--- config.mk ---
export PLATFORM = sky130hd
export DESIGN_NAME = muldiv_sequencer
export DESIGN_NICKNAME = d
export VERILOG_FILES = /design/src/rtl/muldiv_sequencer.sv
export SDC_FILE = /design/constraint.sdc
export NUM_CORES = 1
export LEC_CHECK = 0
export ABC_AREA = 1
export CAP_MARGIN = 40
export CORE_MARGIN = 4
export CORE_UTILIZATION = 35
export CTS_CLUSTER_SIZE = 16
export DETAILED_ROUTE_END_ITERATION = 6
export GPL_TIMING_DRIVEN = 0
export PLACE_DENSITY = 0.78
export SETUP_SLACK_MARGIN = 0.1
export SLEW_MARGIN = 10
export SYNTH_ARGS = -nofsm -noshare
export SYNTH_HDL_FRONTEND = slang
export SYNTH_SLANG_ARGS = --single-unit
--- constraint.sdc ---
create_clock -name Clk -period 1.5 [get_ports Clk]
set_input_delay 0.3 -clock Clk [delete_from_list [all_inputs] [get_ports Clk]]
set_output_delay 0.3 -clock Clk [all_outputs]
set_load 0.02 [all_outputs]
--- src/rtl/muldiv_sequencer.sv ---
// Control sequencer for the shared iterative multiply/divide datapath.
// Runs operand load, ITER step cycles and HI/LO writeback; flags divide-by-zero.
module muldiv_sequencer #(
    parameter int ITER  = 32,
    parameter int CNT_W = 6
) (
    input  logic             Clk,
    input  logic             Reset,
    input  logic             start_mult,
    input  logic             start_div,
    input  logic [31:0]      divisor,
    output logic             mloadab,
    output logic             mult,
    output logic             dloadab,
    output logic             div,
    output logic             muxhigh,
    output logic             muxlow,
    output logic             highwrite,
    output logic             lowwrite,
    output logic             busy,
    output logic             done,
    output logic             divzero,
    output logic [CNT_W-1:0] iter_count
);

    typedef enum logic [2:0] {
        S_IDLE,
        S_MLOAD,
        S_MRUN,
        S_DLOAD,
        S_DRUN,
        S_WB,
        S_DZERO
    } state_t;

    localparam logic [CNT_W-1:0] LAST = CNT_W'(ITER - 1);
    localparam logic [CNT_W-1:0] ONE  = CNT_W'(1);

    state_t           state_q, state_d;
    logic             op_q, op_d;
    logic [CNT_W-1:0] count_q, count_d;

    always_ff @(posedge Clk) begin
        if (Reset) begin
            state_q <= S_IDLE;
            op_q    <= 1'b0;
            count_q <= '0;
        end else begin
            state_q <= state_d;
            op_q    <= op_d;
            count_q <= count_d;
        end
    end

    always_comb begin
        state_d = state_q;
        op_d    = op_q;
        count_d = count_q;
        unique case (state_q)
            S_IDLE: begin
                // MULT wins when both starts arrive together
                if (start_mult) begin
                    state_d = S_MLOAD;
                    op_d    = 1'b0;
                end else if (start_div) begin
                    if (divisor != 32'd0) begin
                        state_d = S_DLOAD;
                        op_d    = 1'b1;
                    end else begin
                        state_d = S_DZERO;
                    end
                end
            end
            S_MLOAD: begin
                count_d = '0;
                state_d = S_MRUN;
            end
            S_DLOAD: begin
                count_d = '0;
                state_d = S_DRUN;
            end
            S_MRUN, S_DRUN: begin
                if (count_q == LAST) begin
                    count_d = '0;
                    state_d = S_WB;
                end else begin
                    count_d = count_q + ONE;
                end
            end
            S_WB:    state_d = S_IDLE;
            S_DZERO: state_d = S_IDLE;
            default: state_d = S_IDLE;
        endcase
    end

    always_comb begin
        mloadab    = 1'b0;
        mult       = 1'b0;
        dloadab    = 1'b0;
        div        = 1'b0;
        muxhigh    = 1'b0;
        muxlow     = 1'b0;
        highwrite  = 1'b0;
        lowwrite   = 1'b0;
        done       = 1'b0;
        divzero    = 1'b0;
        iter_count = '0;
        busy       = (state_q != S_IDLE);
        unique case (state_q)
            S_MLOAD: mloadab = 1'b1;
            S_DLOAD: dloadab = 1'b1;
            S_MRUN: begin
                mult       = 1'b1;
                iter_count = count_q;
            end
            S_DRUN: begin
                div        = 1'b1;
                iter_count = count_q;
            end
            S_WB: begin
                highwrite = 1'b1;
                lowwrite  = 1'b1;
                muxhigh   = op_q;
                muxlow    = op_q;
                done      = 1'b1;
            end
            S_DZERO: divzero = 1'b1;
            default: ;
        endcase
    end

endmodule

==> summary by stage <==
Clocking
The number of clock buffers added by TritonCTS is 3. The clock insertion delay at the later pin of the skew report is 270 ps. The clock passes through at most 2 buffers. The clock-pin slew reported for the worst setup and hold paths after clock tree synthesis is around 60 ps. The clock sink total is 10. The H-tree level count is 1. The CTS tree is built.

The cell at the root of the clock tree is clkbuf_4.

Finish
The final non-filler cell total is about 220. The count of fill cells added during filler insertion is ~170. The repair_antennas step left the layout with diodes totalling 0. The post-layout net count is 235.

The area growth from synthesis to layout is 106.6%. The design area is 1673 um^2. The fraction of layout instances using a drive strength above 1 is 0.4133.

Critical path
The worst setup path is launched from a register. The worst register-to-register path has a setup slack of approximately 50 ps. The critical path required time is 1200 ps. The startpoint identified for the worst register-to-register timing path is state_q[1]$_SDFFE_PP0P_. The type of the worst setup path is register to primary output. For the worst flop-to-flop path, the logic depth is 10. The largest fanout of any net on the critical path is 8. The category of the worst setup path capture point is a primary output.

The endpoint identified for the worst register-to-register timing path is state_q[1]$_SDFFE_PP0P_. The data arrival at the endpoint of the critical path is 1260 ps.

STA
The total negative setup slack is -329.5 ps. Setup slack on the critical path of the routed design comes to -57.38 ps. The clock skew is just under 0.9 ps. Dividing the final minimum period by the clock period gives 1.038. The number of max-slew violations in the final report is 0. Setup repair after global routing could not meet its margin everywhere. The number of endpoints with negative hold slack in the final report is 0. The setup violation total in the final timing report is 8. The worst pin sits at a relative slew slack of 0.7969. For the pin with the worst max-slew slack, the measured transition is 303.7 ps. Based on the critical path, the design can be clocked at up to 0.6421 GHz. Counting I/O delays and the setup requirement, the final critical path takes ~1600 ps.

Logic synthesis
In this run the cell area of the synthesized design comes to between 800 and 900 um^2. The share of synthesized area in the top cell type comes to 0.2473. Synthesis produced a netlist whose cell count is 127. For this run, the register share of the synthesized area comes to 0.2473.

The largest total area in the synthesized netlist belongs to dfxtp_1. The post-synthesis net count is 164. Counting flops and latches in the post-synthesis netlist gives 10.

Dividing the synthesized area by the synthesized cell count gives 6.374 um^2. Yosys attributes the largest share of cell area to dfxtp_1 25%, nor2_1 15%, nand2_1 9.7%. The total number of yosys warnings is 0.

The count of cell types in the netlist is 28.

Global routing
After global routing, the most crowded layer is met2. After global routing the overflow that remains totals 0. In the global route stage, met1 resource usage came out at 0.1981. For this run, global-route usage on met2 was measured as 0.3005.

The initial antenna violation count was 0. In the global route stage, overall resource usage came out at 0.1741. Entering global routing, the biggest net connects 9 pins.

The met3 routing resource usage after global routing is 0.05336. The first global-routing pass estimated roughly 4600 um of wire. The number of global-route vias before repair came to roughly 1,000.

Hold path
The worst-case hold path end point is op_q$_SDFFE_PP0P_. The tightest min-delay check is of the primary input to register type. The hold path depth is 4.

The startpoint identified for the worst hold timing path is start_mult.

Placement
The cell count after placement is 207. Detailed placement finished with a half-perimeter wire length of 1943 um. After detailed placement, the total cell area comes to 1376 um^2.

The final estimated routing congestion in global placement is 0.7851. The port buffer count is 52.

Drt
The count of nets left with antenna violations once routing finished came out at 0. Dividing the detail-routed wire length by the instance count gives about 13 um. The via total after detailed routing is 1,068. Dividing the detail-routed via count by the number of cells gives 4.768. The number of detailed-routing iterations run before antenna repair is 2. The routed design has 2844 um of wire.

The detailed router finished its first iteration with 19 violations. The count of unresolved DRC violations after routing is 0.

Outcome
The flow ran to the end, but the final reports show violations. The checks that failed: negative setup slack.

Die
The count of boundary I/O pins is 53. The floorplan step defined a die boundary enclosing 3146 um^2. The total area inside the core boundary comes to between 2000 and 2500 um^2. The die extent in x is 56.09 um.

The initial standard-cell utilization of the core is 0.3659. The die outline height is 56.09 um. The floorplan has 17 rows.

Power
The maximum ir drop on the vdd rail is 1.087 mV. The power density over cell area is 1374 nW/um^2. The leakage power figure is 0.6627 nW.

Run
Max-cap violations in this run came to 0.
==> cell type report <==
| cell class | instances | area (um^2) | share of cell area |
|---|---|---|---|
| Multi-Input combinational cell | 95 | 641.9 | 0.3837 |
| Timing Repair Buffer | 66 | 636.9 | 0.3807 |
| Sequential cell | 10 | 220.2 | 0.1316 |
| Inverter | 19 | 93.84 | 0.05610 |
| Tap cell | 28 | 35.03 | 0.02094 |
| Clock buffer | 3 | 22.52 | 0.01346 |
| Buffer | 3 | 22.52 | 0.01346 |
==> metal layers <==
metal | wire [um] | vias to the layer above
li1 | - | 538
met1 | 1220 | 475
met2 | 1321 | 50
met3 | 261 | 5
met4 | 40 | 0
met5 | 0 | -
==> worst max-delay path by stage <==
stage                             from       endpoint  slack [ps]  cells after the start
3_3_place_gp   state_q[1]$_SDFFE_PP0P_  iter_count[2]        -370                      7
3_5_place_dp   state_q[1]$_SDFFE_PP0P_  iter_count[0]        -400                      7
6_report       state_q[1]$_SDFFE_PP0P_  iter_count[4]         -60                      7
5_1_grt        state_q[1]$_SDFFE_PP0P_  iter_count[4]        -100                      7
2_1_floorplan  state_q[0]$_SDFFE_PP0P_         muxlow         -50                      3
4_1_cts        state_q[1]$_SDFFE_PP0P_  iter_count[3]         -60                      7
==> logic make-up (layout without fill, tap and decap cells) <==
| logic type | Yosys count | after routing | share of synthesized area |
|---|---|---|---|
| xor gates and xnor gates | 1 | 1 | 0.01082 |
| adders and majority gates | 1 | 1 | 0.01545 |
| AOI/OAI and AO/OA | 17 | 17 | 0.1237 |
| DFF | 10 | 10 | 0.2473 |
| buffers and inverters | 22 | 91 | 0.1252 |
| and+or+nand+nor | 76 | 76 | 0.4776 |
==> power by group <==
group	internal, W	switching, W
logic	0.000772	0.000879
clock network	0.0000929	0.0000936
registers	0.000353	0.000108
total	0.00122	0.00108
==> worst max-delay path, stage by stage (launching register included) <==
cell and delay, ps:
dfxtp_4 410, inv_6 60, nor2_4 90, nand2_4 70
nand2_8 80, inv_8 50, nor2_2 90, buf_6 120
==> Yosys cell counts <==
| master | n |
|---|---|
| nand2_1 | 21 |
| o21ai_0 | 3 |
| o21ai_1 | 2 |
| a221oi_1 | 1 |
| xor2_1 | 1 |
| inv_8 | 1 |
| nor2_1 | 33 |
| nor3_4 | 1 |
| nor3_2 | 1 |
| nand3_1 | 4 |
| nand2_8 | 1 |
| or2_0 | 1 |
| inv_2 | 4 |
| nand3_2 | 1 |
| buf_4 | 3 |
| a21oi_4 | 1 |
| nor2_4 | 1 |
| nor2_2 | 3 |
| nor2_8 | 1 |
| nand2_4 | 1 |
| a21oi_1 | 10 |
| dfxtp_1 | 10 |
| or2_2 | 1 |
| nor3_1 | 3 |
| nor4_1 | 1 |
| inv_1 | 14 |
| or2_1 | 2 |
| ha_1 | 1 |
==> flip-flops by register name, summed over array words and instances (netlist names) <==
| register | flops |
|---|---|
| count_q | 6 |
| op_q | 1 |
| state_q | 3 |
==> layout by cell type (no fill, tap or decap), types with 2 or more instances in the layout <==
| master | instances |
|---|---|
| a21oi_1 | 8 |
| a21oi_2 | 2 |
| buf_2 | 2 |
| buf_4 | 17 |
| buf_6 | 15 |
| clkbuf_4 | 3 |
| clkdlybuf4s50_1 | 34 |
| dfxtp_1 | 4 |
| dfxtp_4 | 5 |
| inv_1 | 10 |
| inv_2 | 5 |
| inv_6 | 3 |
| nand2_1 | 21 |
| nand3_1 | 2 |
| nand3_4 | 2 |
| nor2_1 | 24 |
| nor2_2 | 5 |
| nor2_4 | 8 |
| nor3_2 | 2 |
| nor3_4 | 2 |
| o21ai_0 | 3 |
| o21ai_1 | 2 |
| or2_1 | 2 |
==> timing repair <==
item,4_1_cts,5_1_grt
hold endpoints to repair,0,0
hold buffers,0,0
endpoints found under the setup margin,20,25
setup buffers,9,5
resized for setup,116,32
pin swaps,6,10
==> metrics by stage <==
step	hold WS, ps	util	power, W	setup WS [ps]
2_1_floorplan	369.1	-	0.001129	-45.15
5_1_grt	497.8	0.7562	0.002440	-101.2
6_report	459.8	0.7562	0.002298	-57.38
3_5_place_dp	477.3	0.6222	0.001493	-400.4
4_1_cts	488.4	0.6963	0.002029	-63.60
3_3_place_gp	463.9	0.6222	0.001466	-368.6
Power figures use the tool's default switching activity.
